## config.mk

```make
export PLATFORM = sky130hd
export DESIGN_NAME = panel_deposit_flat
export DESIGN_NICKNAME = d
export VERILOG_FILES = /design/src/rtl/panel_deposit_if.sv /design/src/rtl/panel_deposit.sv /design/src/flat_wrapper.sv
export SDC_FILE = /design/constraint.sdc
export NUM_CORES = 1
export LEC_CHECK = 0
export ABC_AREA = 1
export CORE_MARGIN = 10
export CORE_UTILIZATION = 44
export DETAILED_ROUTE_END_ITERATION = 16
export PLACE_DENSITY = 0.75
export SYNTH_ARGS = -nofsm -noshare
export SYNTH_HDL_FRONTEND = slang
export SYNTH_SLANG_ARGS = --single-unit
```

## constraint.sdc

```tcl
create_clock -name clk -period 1.4 [get_ports clk]
set_input_delay 0.28 -clock clk [delete_from_list [all_inputs] [get_ports clk]]
set_output_delay 0.28 -clock clk [all_outputs]
set_load 0.01 [all_outputs]
```

## src/rtl/panel_deposit_if.sv

```systemverilog
// Control-RAM side of the deposit engine: CPU bus snoop inputs plus the
// RAM second write port driven by the engine.
interface panel_deposit_if;
  logic       csP;
  logic [7:0] A;
  logic       write;
  logic       wr_en;
  logic [7:0] wr_addr;
  logic [7:0] wr_data;

  modport master (
    input  csP, A, write,
    output wr_en, wr_addr, wr_data
  );

  modport slave (
    output csP, A, write,
    input  wr_en, wr_addr, wr_data
  );
endinterface

```

## src/rtl/panel_deposit.sv

```systemverilog
// Front-panel register deposit engine: debounces DEPOSIT, writes the value into
// its mailbox slot, then mirrors the pending mask and raises irq until acked.
module panel_deposit #(
  parameter int         DEBOUNCE_CYCLES = 65536,
  parameter logic [7:0] MAILBOX_BASE    = 8'hF0,
  parameter logic [7:0] MASK_ADDR       = 8'hFA
) (
  input  logic                   clk,
  input  logic                   rst_n,
  input  logic                   deposit_btn,
  input  logic [2:0]             sel,
  input  logic [7:0]             val,
  panel_deposit_if.master        bus,
  output logic [6:0]             pend_mask,
  output logic                   irq_n,
  output logic                   busy
);

  localparam int               CNT_W    = $clog2(DEBOUNCE_CYCLES);
  localparam logic [CNT_W-1:0] CNT_LAST = CNT_W'(DEBOUNCE_CYCLES - 1);

  typedef enum logic [1:0] {
    IDLE    = 2'd0,
    WR_REG  = 2'd1,
    WR_MASK = 2'd2
  } state_t;

  logic             sync1_reg;
  logic             sync2_reg;
  logic             db_reg;
  logic             dep_pulse_reg;
  logic [CNT_W-1:0] cnt_reg;

  state_t           state_reg;
  state_t           state_next;
  logic [2:0]       sel_q_reg;
  logic [2:0]       sel_q_next;
  logic [7:0]       val_q_reg;
  logic [7:0]       val_q_next;
  logic [6:0]       mask_reg;
  logic [6:0]       mask_next;
  logic             irq_n_reg;

  logic             ack;
  logic             set;

  // Synchronizer + debouncer; the counter only runs while the level disagrees.
  always_ff @(posedge clk or negedge rst_n) begin
    if (!rst_n) begin
      sync1_reg     <= 1'b0;
      sync2_reg     <= 1'b0;
      db_reg        <= 1'b0;
      dep_pulse_reg <= 1'b0;
      cnt_reg       <= '0;
    end else begin
      sync1_reg     <= deposit_btn;
      sync2_reg     <= sync1_reg;
      dep_pulse_reg <= 1'b0;
      if (sync2_reg == db_reg) begin
        cnt_reg <= '0;
      end else if (cnt_reg == CNT_LAST) begin
        db_reg        <= sync2_reg;
        cnt_reg       <= '0;
        dep_pulse_reg <= sync2_reg;
      end else begin
        cnt_reg <= cnt_reg + CNT_W'(1);
      end
    end
  end

  assign ack = bus.csP & ~bus.write & (bus.A == MASK_ADDR);
  assign set = (state_reg == WR_REG);

  // An ack clears the old bits; a set in the same cycle still lands.
  for (genvar gi = 0; gi < 7; gi++) begin : g_mask
    assign mask_next[gi] = (~ack & mask_reg[gi]) | (set & (sel_q_reg == 3'(gi)));
  end

  always_ff @(posedge clk or negedge rst_n) begin
    if (!rst_n) begin
      state_reg <= IDLE;
      sel_q_reg <= 3'd0;
      val_q_reg <= 8'd0;
      mask_reg  <= 7'd0;
      irq_n_reg <= 1'b1;
    end else begin
      state_reg <= state_next;
      sel_q_reg <= sel_q_next;
      val_q_reg <= val_q_next;
      mask_reg  <= mask_next;
      irq_n_reg <= ~(|mask_next);
    end
  end

  always_comb begin
    state_next  = state_reg;
    sel_q_next  = sel_q_reg;
    val_q_next  = val_q_reg;
    bus.wr_en   = 1'b0;
    bus.wr_addr = 8'd0;
    bus.wr_data = 8'd0;
    case (state_reg)
      IDLE: begin
        if (dep_pulse_reg && (sel != 3'd7)) begin
          state_next = WR_REG;
          sel_q_next = sel;
          val_q_next = val;
        end else if (ack) begin
          state_next = WR_MASK;
        end
      end
      WR_REG: begin
        bus.wr_en   = 1'b1;
        bus.wr_addr = MAILBOX_BASE + {5'd0, sel_q_reg};
        bus.wr_data = val_q_reg;
        state_next  = WR_MASK;
      end
      WR_MASK: begin
        // Mirror carries this cycle's update, so an ack here is already reflected.
        bus.wr_en   = 1'b1;
        bus.wr_addr = MASK_ADDR;
        bus.wr_data = {1'b0, mask_next};
        state_next  = IDLE;
      end
      default: state_next = IDLE;
    endcase
  end

  assign pend_mask = mask_reg;
  assign irq_n     = irq_n_reg;
  assign busy      = (state_reg != IDLE);

endmodule
```

## src/flat_wrapper.sv

```systemverilog
// flat-port wrapper written by rule: the top's interface ports become plain ports
module panel_deposit_flat 
#(
  parameter int         DEBOUNCE_CYCLES = 65536,
  parameter logic [7:0] MAILBOX_BASE    = 8'hF0,
  parameter logic [7:0] MASK_ADDR       = 8'hFA
)
  (clk, rst_n, deposit_btn, sel, val, pend_mask, irq_n, busy, bus_csP, bus_A, bus_write, bus_wr_en, bus_wr_addr, bus_wr_data);
  panel_deposit_if bus_i ();
  input  logic clk;
  input  logic rst_n;
  input  logic deposit_btn;
  input  logic [2:0] sel;
  input  logic [7:0] val;
  output logic [6:0] pend_mask;
  output logic irq_n;
  output logic busy;
  input wire logic [$bits(bus_i.csP)-1:0] bus_csP;
  input wire logic [$bits(bus_i.A)-1:0] bus_A;
  input wire logic [$bits(bus_i.write)-1:0] bus_write;
  output wire logic [$bits(bus_i.wr_en)-1:0] bus_wr_en;
  output wire logic [$bits(bus_i.wr_addr)-1:0] bus_wr_addr;
  output wire logic [$bits(bus_i.wr_data)-1:0] bus_wr_data;
  assign bus_i.csP = bus_csP;
  assign bus_i.A = bus_A;
  assign bus_i.write = bus_write;
  assign bus_wr_en = bus_i.wr_en;
  assign bus_wr_addr = bus_i.wr_addr;
  assign bus_wr_data = bus_i.wr_data;
  panel_deposit #(.DEBOUNCE_CYCLES(DEBOUNCE_CYCLES), .MAILBOX_BASE(MAILBOX_BASE), .MASK_ADDR(MASK_ADDR)) u_core (.clk(clk), .rst_n(rst_n), .deposit_btn(deposit_btn), .sel(sel), .val(val), .bus(bus_i), .pend_mask(pend_mask), .irq_n(irq_n), .busy(busy));
endmodule
```

; ---- Yosys cells after proc, flatten, opt, wreduce, memory -nomap -nowiden
; Cells that the tools add are included.
[word_totals]
register_bits = 41
latchBits = 0
ram_bits = 0
rom_bits = 0
inputBits = 24
output_inout_bits = 26
memories = 0
[classes]
n_addsub = 2
mul = 0
div_mod_pow = 0
order_cmp = 0
eq_ne = 13
n_shift = 0
n_mux = 10
bitwise = 27
reduce_logical = 8
[ops]
columns = op, count
row1 = two-way mux 16 bit, 2
row2 = one-hot mux 8 bit (2 select lines), 2
row3 = "adder 16 x 1 -> 16 bit, second input constant", 1
row4 = bitwise AND 1 bit, 16
row5 = "== test 16 bit, second input constant", 1
row6 = "== test 3 bit, second input constant", 3
row7 = "== test 8 bit, second input constant", 1
row8 = bitwise OR 1 bit, 7
row9 = OR reduction 7 bit, 1
row10 = "adder 5 x 4 -> 6 bit, first input constant", 1
row11 = "== test 3 x 2 -> 1 bit, second input constant", 2
row12 = two-way mux 2 bit, 2
row13 = inverter 1 bit, 4
row14 = one-hot mux 2 bit (2 select lines), 1
row15 = AND reduction 2 bit, 2
row16 = "== test 3 x 1 -> 1 bit, second input constant", 1
row17 = zero test 3 bit, 1
row18 = two-way mux 1 bit, 3
row19 = "inequality test 3 x 1 -> 1 bit, second input constant", 1
row20 = "inequality test 3 bit, second input constant", 1
row21 = "== test 2 x 1 -> 1 bit, second input constant", 1
row22 = "== test 2 bit, second input constant", 1
row23 = zero test 2 bit, 1
row24 = nonzero test 2 bit, 1
row25 = other kinds (3), 3

; ---- Depth between registers and ports, before layout
; Gate-level depths: netlist of the first run.
[logic_depth]
depth_word = 8
ltp_mapped = 9

; ---- Worst setup path after synthesis of the first run
; OpenSTA, ideal clock, no wires.
[synth_path]
path_kind = register to output
from = reg u_core.state_reg[1]
to = out bus_wr_data[1]
arrival_time_ps = 1286
t_required_ps = 1120
slack_ps = -166
path_stages_with_launch = 7
n_path_buf = 0
path_cell_list = dfrtp_1 -> inv_1 -> ha_1 -> nand2_1 -> inv_1 -> nand2_1 -> o21ai_0
[synth_between]
elab_chain_cells = 4
[synth_lines]
columns = item, line_no
row1 = "start, declared", panel_deposit.sv:34  ; state_t state_reg;
row2 = "start signal, assigned", panel_deposit.sv:87  ; state_reg <= state_next;
row3 = == test 2 x 1 -> 1 bit, "panel_deposit.sv:72, panel_deposit.sv:102"
row4 = bitwise AND 1 bit, panel_deposit.sv:76  ; assign mask_next[gi] = (~ack & mask_reg[gi]) | (set & (sel_q_reg == 3'(gi)));
row5 = bitwise OR 1 bit, panel_deposit.sv:76
row6 = one-hot mux 8 bit (2 select lines) (*), panel_deposit.sv:102  ; case (state_reg)
row7 = "end, declared", flat_wrapper.sv:23  ; output wire logic [$bits(bus_i.wr_data)-1:0] bus_wr_data;
; Mark *: on every way between the ends. The rest lies on a longest branch, timed or not.

; ---- Final worst setup path of the first run
[layout_path]
from = reg u_core.sel_q_reg[0]
to = out bus_wr_data[4]
[layout_between]
elab_chain_cells = 4
[layout_lines]
columns = item, line_no
row1 = "start, declared", panel_deposit.sv:36  ; logic [2:0] sel_q_reg;
row2 = "start signal, assigned", panel_deposit.sv:88  ; sel_q_reg <= sel_q_next;
row3 = == test 3 bit, panel_deposit.sv:76
row4 = bitwise AND 1 bit, panel_deposit.sv:76
row5 = bitwise OR 1 bit, panel_deposit.sv:76
row6 = named net u_core.mask_next[4], panel_deposit.sv:41  ; logic [6:0] mask_next;
row7 = one-hot mux 8 bit (2 select lines), panel_deposit.sv:102
; The timed path passes the listed nets, and every way through them passes these cells.

==> results.yml, run 1 <==
timing:
  rsz0062_at_grt: "yes"
  finalWorstSetupSlack_ps: -482
  setup_viol: 29
  max_freq_mhz: 531
  slew_headroom: 0.764
  drv_slew: 0
  clock_skew_ps: 9.71
  fin_crit_ps: 1880
  hold_viol: 0
  holdWs_ps: 356
  period_share: 1.34
  worstMarginPinSlew_ps: 353
yosys:
  synth_cells: 229
  synth_edf_count: 0
  syn_area_mm2: 0.00204
  ys.flop_type: "dfrtp_1"
  yosys.area.top_type: "dfrtp_1"
  synth_common_cells: "nand2_1, dfrtp_1, nor2_1"
  yosys-top-cells-area: "dfrtp_1, nand2_1, nor2_1"
  synth_nets: 258
  ys_seq_elements: 41
  synth.distinct_cells: 25
  synth_most_common_cell: "nand2_1"
  ys_seq_area_frac: 0.503
  netlist.area_leader.share: 0.490
  yosys_warnings: 0
  syn_area_per_cell_um2: 8.92
  async_flop_share: 1.00
setup_path:
  critPathLaunchType: "flop"
  cpPeakStageDelay_ps: 500
  worst_ep_required_time_ps: 1120
  path_max_fanout: 6
  arrival_ps: 1600
  endpoint_kind: "output port"
  path_class: "flop to output port"
  cpMaxStageDelayCell: "dfrtp_1"
  worst_path_most_repeated_cell: "nand2_1"
  path_cells: "nor2_1, nand3_1, nand2_1, nand2_1, nand2_2, buf_6"
place:
  post-place-ws_ps: -798
  place_area_mm2: 0.00279
  port_buffers: 49
  place_inst: 352
  dpl.hpwl_mm: 3.93
  place_congestion: 0.833
grt:
  grt_pass1_vias: 1939
  antenna_found_initial: 0
  grt_pass1_wl_mm: 9.16
  gr-total-overflow: 0
  grt_max_degree: 29
  gr-usage-all-layers: 0.151
die:
  chipHeight_um: 88.1
  initial_core_util: 0.463
  dieArea_mm2: 0.00777
  core_area_mm2: 0.00441
  ios: 50
  die_w_um: 88.1
  rows: 24
power:
  p_per_area_mw_per_mm2: 1010
  power.leakage_nw: 1.60
  vdd_drop_max_uv: 566
job:
  maxCapViolations: 0
layout:
  nNetsFinal: 351
  fin_cells: 375
  layout.cell_area.non_filler_mm2: 0.00326
  drive_above_1_share: 0.455
  largest_reg_flops: 16
  finish.utilization: 0.738
  antenna_cells: 0
  area_delta_synth_final_pct: 59.5
hold_path:
  holdCritPathClass: "flop to flop"
clock_tree:
  htree_levels: 2
  cts-buffers-inserted: 5
  clk_latency_ps: 310
  cts_tree: "done"
  cts.clk_slew.worst_paths_ps: 90
  cts.sinks: 41
  clock-root-buffer: "clkbuf_8"
  cts_buffer_depth: 2
drt:
  drt_wl_total_mm: 6.09
  num_vias: 1883
  wl_per_cell_um: 16.2
  first_pass_iters: 4
  vias_per_cell: 5.02
  drtIter0Drc: 61
  ant_nets: 0
  drc: 0
run_status:
  status: "finished, violations left"
  violations: "negative setup slack"
## path summary, 6_finish.rpt
| path | startpoint | endpoint | slack, ps | cells past startpoint |
|---|---|---|---|---|
| hold / removal | u_core.sync1_reg | u_core.sync2_reg | 360 | 0 |
| max in group asynchronous | rst_n | u_core.state_reg[0] | 540 | 3 |
| min in group asynchronous | rst_n | u_core.pend_mask[1] | 400 | 2 |
| setup / recovery | u_core.sel_q_reg[0] | bus_wr_data[4] | -480 | 6 |
| setup reg to reg | u_core.state_reg[0] | u_core.irq_n | -50 | 10 |
| hold reg to reg | u_core.sync1_reg | u_core.sync2_reg | 360 | 0 |
## kinds of logic (layout without fill, tap and decap cells)
kind of cell | after synthesis | after routing | synth area share
and+or+nand+nor | 117 | 118 | 0.264
DFF | 41 | 41 | 0.503
buffers and inverters | 29 | 122 | 0.0643
AOI/OAI and AO/OA | 19 | 19 | 0.0490
xor gates and xnor gates | 11 | 11 | 0.0508
muxes | 7 | 7 | 0.0386
adders and majority gates | 5 | 5 | 0.0306
## routing by layer
metal	track usage	wire length, um	up-vias
li1	-	-	898
met1	0.159	2380	919
met2	0.267	3180	51
met3	0.0483	351	15
met4	0.0685	174	0
met5	0	0	-
## power by group
group          internal, mW  switching (mW)  total (mW)
logic                 0.549           0.521        1.07
registers              1.21          0.0219        1.24
clock network         0.534           0.458       0.993
total                  2.30            1.00        3.30
## cell type report
type                    count  area (um^2)
multi-input cells         160         1160
fillers                   318         1160
flip-flops and latches     41         1030
repair buffers             90          793
inverters                  24         97.6
clock buffers               5         68.8
well taps                  52         65.1
clock inverters             3         46.3
## critical path, delay by kind of cell (launching register included)
kind | cells | cell delay, ps
and+or+nand+nor | 5 | 700
DFF | 1 | 500
buffers and inverters | 1 | 100
## through the flow
step                      total power [mW]  setup TNS, ps
final                                 3.30          -5890
after CTS                             3.27          -5870
after floorplan                       1.68          -35.8
after detailed placement              2.19         -12730
after global routing                  3.45          -8320
after global placement                2.17         -11950
## repair_timing
action                                  CTS  global route
cloned                                    0             1
endpoints found under the hold margin    12             0
gates resized for setup                 119            50
setup buffers                            11             4
pin swaps                                15            21
endpoints found under the setup margin   35            39
hold buffers                              1             0
## cell usage in the layout, fill, tap and decap left out, types with 2 or more instances in the layout
cell type	n
dfrtp_1	40
nand2_1	35
buf_4	31
nor2_1	23
clkdlybuf4s50_1	22
inv_1	17
buf_6	16
nand2_2	15
nor2_2	12
buf_2	11
nand2_4	7
nor2_4	7
mux2_2	7
xor2_1	6
nand3_1	5
nand3_2	5
inv_2	5
a21oi_1	5
clkbuf_8	5
a21oi_2	4
o21ai_0	4
clkdlybuf4s15_1	4
dlygate4sd2_1	4
o21ai_2	3
nand3_4	2
nor3_4	2
nor3_1	2
xor2_2	2
xnor2_1	2
o21a_1	2
ha_4	2
ha_1	2
(Power assumes the default switching activity.)
==> run 2, diff against run 1 <==
- PLACE_DENSITY: 0.75 -> 0.86
==> results.yml, run 2 (synthesis gave the netlist of run 1 again) <==
drt:
  first_pass_iters: 4
  drt_wl_total_mm: 7.31
  drtIter0Drc: 116
  ant_nets: 0
  drc: 0
  vias_per_cell: 5.32
  wl_per_cell_um: 18.8
  num_vias: 2064
timing:
  fin_crit_ps: 1950
  setup_viol: 19
  finalWorstSetupSlack_ps: -549
  rsz0062_at_grt: "yes"
  period_share: 1.39
  max_freq_mhz: 513
  clock_skew_ps: 6.14
  drv_slew: 0
  slew_headroom: 0.744
  hold_viol: 0
  worstMarginPinSlew_ps: 384
layout:
  fill_cells: 239
  area_delta_synth_final_pct: 67.2
  layout.cell_area.non_filler_mm2: 0.00342
  final_common_cell: "buf_4"
  largest_reg_flops: 16
  fin_cells: 388
  drive_above_1_share: 0.503
  final_cell_mix: "buf_4, dfrtp_1, nand2_1"
  antenna_cells: 0
  nNetsFinal: 364
setup_path:
  path_cells: "inv_2, ha_4, nand2_4, inv_6, buf_4, nand2_2, o21ai_2, buf_2"
  r2r_cells: 11
  endpoint_kind: "output port"
  critPathLaunchType: "flop"
  path_class: "flop to output port"
  path_max_fanout: 5
  arrival_ps: 1670
  cpPeakStageDelay_ps: 390
  cpMaxStageDelayCell: "dfrtp_1"
  worst_ep_required_time_ps: 1120
power:
  power.leakage_nw: 1.67
  p_per_area_mw_per_mm2: 1010
  power_mw: 3.46
  vdd_drop_max_uv: 753
job:
  maxCapViolations: 0
grt:
  antenna_found_initial: 0
  grt_max_degree: 19
  gr-total-overflow: 0
  grt_pass1_wl_mm: 10.1
  gr-usage-all-layers: 0.164
  grt_pass1_vias: 2057
clock_tree:
  cts-buffers-inserted: 5
  cts_buffer_depth: 2
  cts.sinks: 41
  clk_latency_ps: 310
  cts_tree: "done"
  htree_levels: 2
  clock-root-buffer: "clkbuf_8"
  cts.clk_slew.worst_paths_ps: 80
die:
  ios: 50
  core_area_mm2: 0.00441
  rows: 24
  die_w_um: 88.1
  initial_core_util: 0.463
  chipHeight_um: 88.1
  dieArea_mm2: 0.00777
place:
  dpl.hpwl_mm: 4.08
  place_inst: 358
  post-place-ws_ps: -832
  port_buffers: 49
  place_area_mm2: 0.00284
  place_congestion: 0.844
run_status:
  status: "finished, violations left"
  violations: "negative setup slack"
hold_path:
  holdCritPathClass: "flop to flop"
  worst_hold_path.num_cells: 0
==> run 2: area by class of cell <==
cell class	count	area (um^2)	share of cell area
Clock inverter	3	46.3	0.0135
Clock buffer	5	68.8	0.0201
Multi-Input combinational cell	160	1200	0.353
Tap cell	52	65.1	0.0190
Timing Repair Buffer	103	905	0.265
Inverter	24	100	0.0293
Sequential cell	41	1030	0.301
==> run 2: what timing repair did <==
action	in CTS	in global routing
hold buffers	1	0
cloned	0	1
gates resized for setup	136	64
hold endpoints to repair	13	0
buffers inserted	15	12
endpoints found under the setup margin	40	41
pin swaps	15	20
==> run 2: routing by layer <==
metal	track usage	routed length (um)
met5	0	0
met4	0.0456	234
met3	0.0566	703
met2	0.290	3710
met1	0.182	2670
==> run 2: path summary, 6_finish.rpt <==
check | end | slack, ps | startpoint
setup / recovery | bus_wr_data[1] | -550 | u_core.state_reg[0]
setup reg to reg | u_core.irq_n | -190 | u_core.state_reg[0]
hold / removal | u_core.sync2_reg | 360 | u_core.sync1_reg
max in group asynchronous | u_core.cnt_reg[10] | 490 | rst_n
min in group asynchronous | u_core.pend_mask[2] | 440 | rst_n
hold reg to reg | u_core.sync2_reg | 360 | u_core.sync1_reg
==> run 2: metrics by stage <==
stage           util  hold WS (ps)  setup TNS, ps
2_1_floorplan      -         -15.6          -35.8
3_3_place_gp   0.642           212         -11870
3_5_place_dp   0.642           216         -13530
4_1_cts        0.709           355          -6700
5_1_grt        0.774           371          -8370
6_report       0.774           358          -6950
==> run 2: critical path: cells and delay by family (launching register included) <==
family	cells	cell delay, ps
buffers and inverters	4	460
flip-flops	1	390
adder cells (fa/ha/maj)	1	300
AND/OR/NAND/NOR	2	150
AO/OA/AOI/OAI	1	60
==> run 2: power by group <==
part	switching, mW	internal [mW]	leakage [nW]
Sequential	0.0233	1.21	0.520
Clock	0.442	0.533	0.0543
Combinational	0.635	0.616	1.09
Total	1.10	2.36	1.67
==> run 3, diff against run 2 <==
- CORE_ASPECT_RATIO: not set -> 1.5
==> results.yml, run 3 (synthesis gave the netlist of run 1 again) <==
run_status:
  status: "finished, violations left"
  violations: "negative setup slack"
hold_path:
  hold_start: "u_core.sync1_reg"
  worst_hold_path.endpoint: "u_core.sync2_reg"
  worst_hold_path.num_cells: 0
  holdCritPathClass: "flop to flop"
power:
  power.leakage_nw: 1.58
  power_mw: 3.07
  vdd_drop_max_uv: 696
  seqPwrFrac: 0.403
  p_clk_frac: 0.247
  power_switching_mw: 0.977
  p_per_area_mw_per_mm2: 958
  intPower_mw: 2.09
  swShare: 0.318
  p_comb_frac: 0.350
place:
  dpl.hpwl_mm: 3.93
  place_congestion: 0.856
  post-place-ws_ps: -850
  place_inst: 343
  port_buffers: 49
  place_area_mm2: 0.00275
grt:
  gr-total-overflow: 0
  grt_pass1_vias: 1972
  antenna_found_initial: 0
  grt_pass1_wl_mm: 8.58
  gr-usage-all-layers: 0.143
  grt_max_degree: 30
layout:
  antenna_cells: 0
  layout.cell_area.non_filler_mm2: 0.00320
  largest_reg_flops: 16
  final_cell_mix: "dfrtp_1, buf_4, nand2_1"
  fin_cells: 371
  final_common_cell: "dfrtp_1"
  drive_above_1_share: 0.458
  fill_cells: 312
  area_delta_synth_final_pct: 56.8
  nNetsFinal: 351
die:
  die_w_um: 75.6
  initial_core_util: 0.454
  dieArea_mm2: 0.00783
  core_area_mm2: 0.00450
  chipHeight_um: 103
  ios: 50
  rows: 30
drt:
  drtIter0Drc: 75
  drt_wl_total_mm: 5.80
  drc: 0
  wl_per_cell_um: 15.6
  vias_per_cell: 5.15
  first_pass_iters: 4
  num_vias: 1909
  ant_nets: 0
clock_tree:
  cts_buffer_depth: 2
  cts_tree: "done"
  cts.clk_slew.worst_paths_ps: 80
  htree_levels: 2
  clock-root-buffer: "clkbuf_8"
  cts.sinks: 41
  cts-buffers-inserted: 5
  clk_latency_ps: 300
timing:
  setup_viol: 30
  finalWorstSetupSlack_ps: -473
  clock_skew_ps: 6.22
  max_freq_mhz: 534
  drv_slew: 0
  worstMarginPinSlew_ps: 317
  hold_viol: 0
  period_share: 1.34
  slew_headroom: 0.788
  holdWs_ps: 365
  rsz0062_at_grt: "yes"
  fin_crit_ps: 1870
setup_path:
  rrSetupSlack_ps: -100
  r2r_cells: 8
  r2r-end: "u_core.irq_n"
  path_max_fanout: 5
  r2r_start: "u_core.state_reg[0]"
  path_class: "flop to output port"
  endpoint_kind: "output port"
  critPathLaunchType: "flop"
  worst_ep_required_time_ps: 1120
  arrival_ps: 1590
job:
  maxCapViolations: 0
## run 3: power by group through the flow
stage          combinational [mW]  clock, mW  sequential (mW)
2_1_floorplan               0.420          0             1.26
3_3_place_gp                0.898          0             1.26
3_5_place_dp                0.907          0             1.26
4_1_cts                     0.935      0.772             1.23
5_1_grt                      1.16      0.821             1.24
6_report                     1.07      0.759             1.24
## run 3: how the worst max path moves through the flow
stage | startpoint | endpoint | depth (start not counted)
finish | u_core.state_reg[0] | bus_wr_data[5] | 7
global route | u_core.state_reg[0] | bus_wr_data[5] | 7
CTS | u_core.state_reg[1] | bus_wr_data[6] | 7
detailed placement | bus_A[6] | bus_wr_data[1] | 7
global placement | bus_A[5] | bus_wr_data[1] | 7
floorplan | u_core.state_reg[0] | bus_wr_data[5] | 6
## run 3: worst max-delay path: stages, from the launching register on
cell and delay (ps):
dfrtp_1 390, buf_4 150, ha_4 190, nand2_4 90, nor2_1 50, a21oi_1 200
o21ai_1 80, buf_2 140
## run 3: cell type report
| type | instances | area [um^2] | share of cell area |
|---|---|---|---|
| sequential | 41 | 1030 | 0.321 |
| timing repair buffer | 90 | 748 | 0.234 |
| clock buffer | 5 | 68.8 | 0.0215 |
| clock inverter | 3 | 17.5 | 0.00547 |
| tap | 48 | 60.1 | 0.0188 |
| inverter | 24 | 97.6 | 0.0305 |
| multi-input combinational | 160 | 1180 | 0.370 |
## run 3: per-layer routing
layer,GRT usage,part of all wire,wire (um),vias up
li1,-,-,-,901
met1,0.128,0.35,2040,916
met2,0.268,0.55,3180,73
met3,0.0468,0.067,387,19
met4,0.0775,0.034,197,0
met5,0,0,0,-
## run 3: through the flow
step / util / setup TNS (ps)
after global routing: 0.711 / -7880
after floorplan: - / -35.8
after CTS: 0.652 / -5320
final: 0.711 / -5850
after global placement: 0.610 / -11430
after detailed placement: 0.610 / -12290
## run 3: what timing repair did
action / in CTS / in global routing
setup endpoints to repair: 31 / 45
cloned: 1 / 0
endpoints found under the hold margin: 11 / 0
hold buffers: 1 / 0
resized for setup: 124 / 51
setup buffers: 8 / 11
pin swaps: 16 / 34
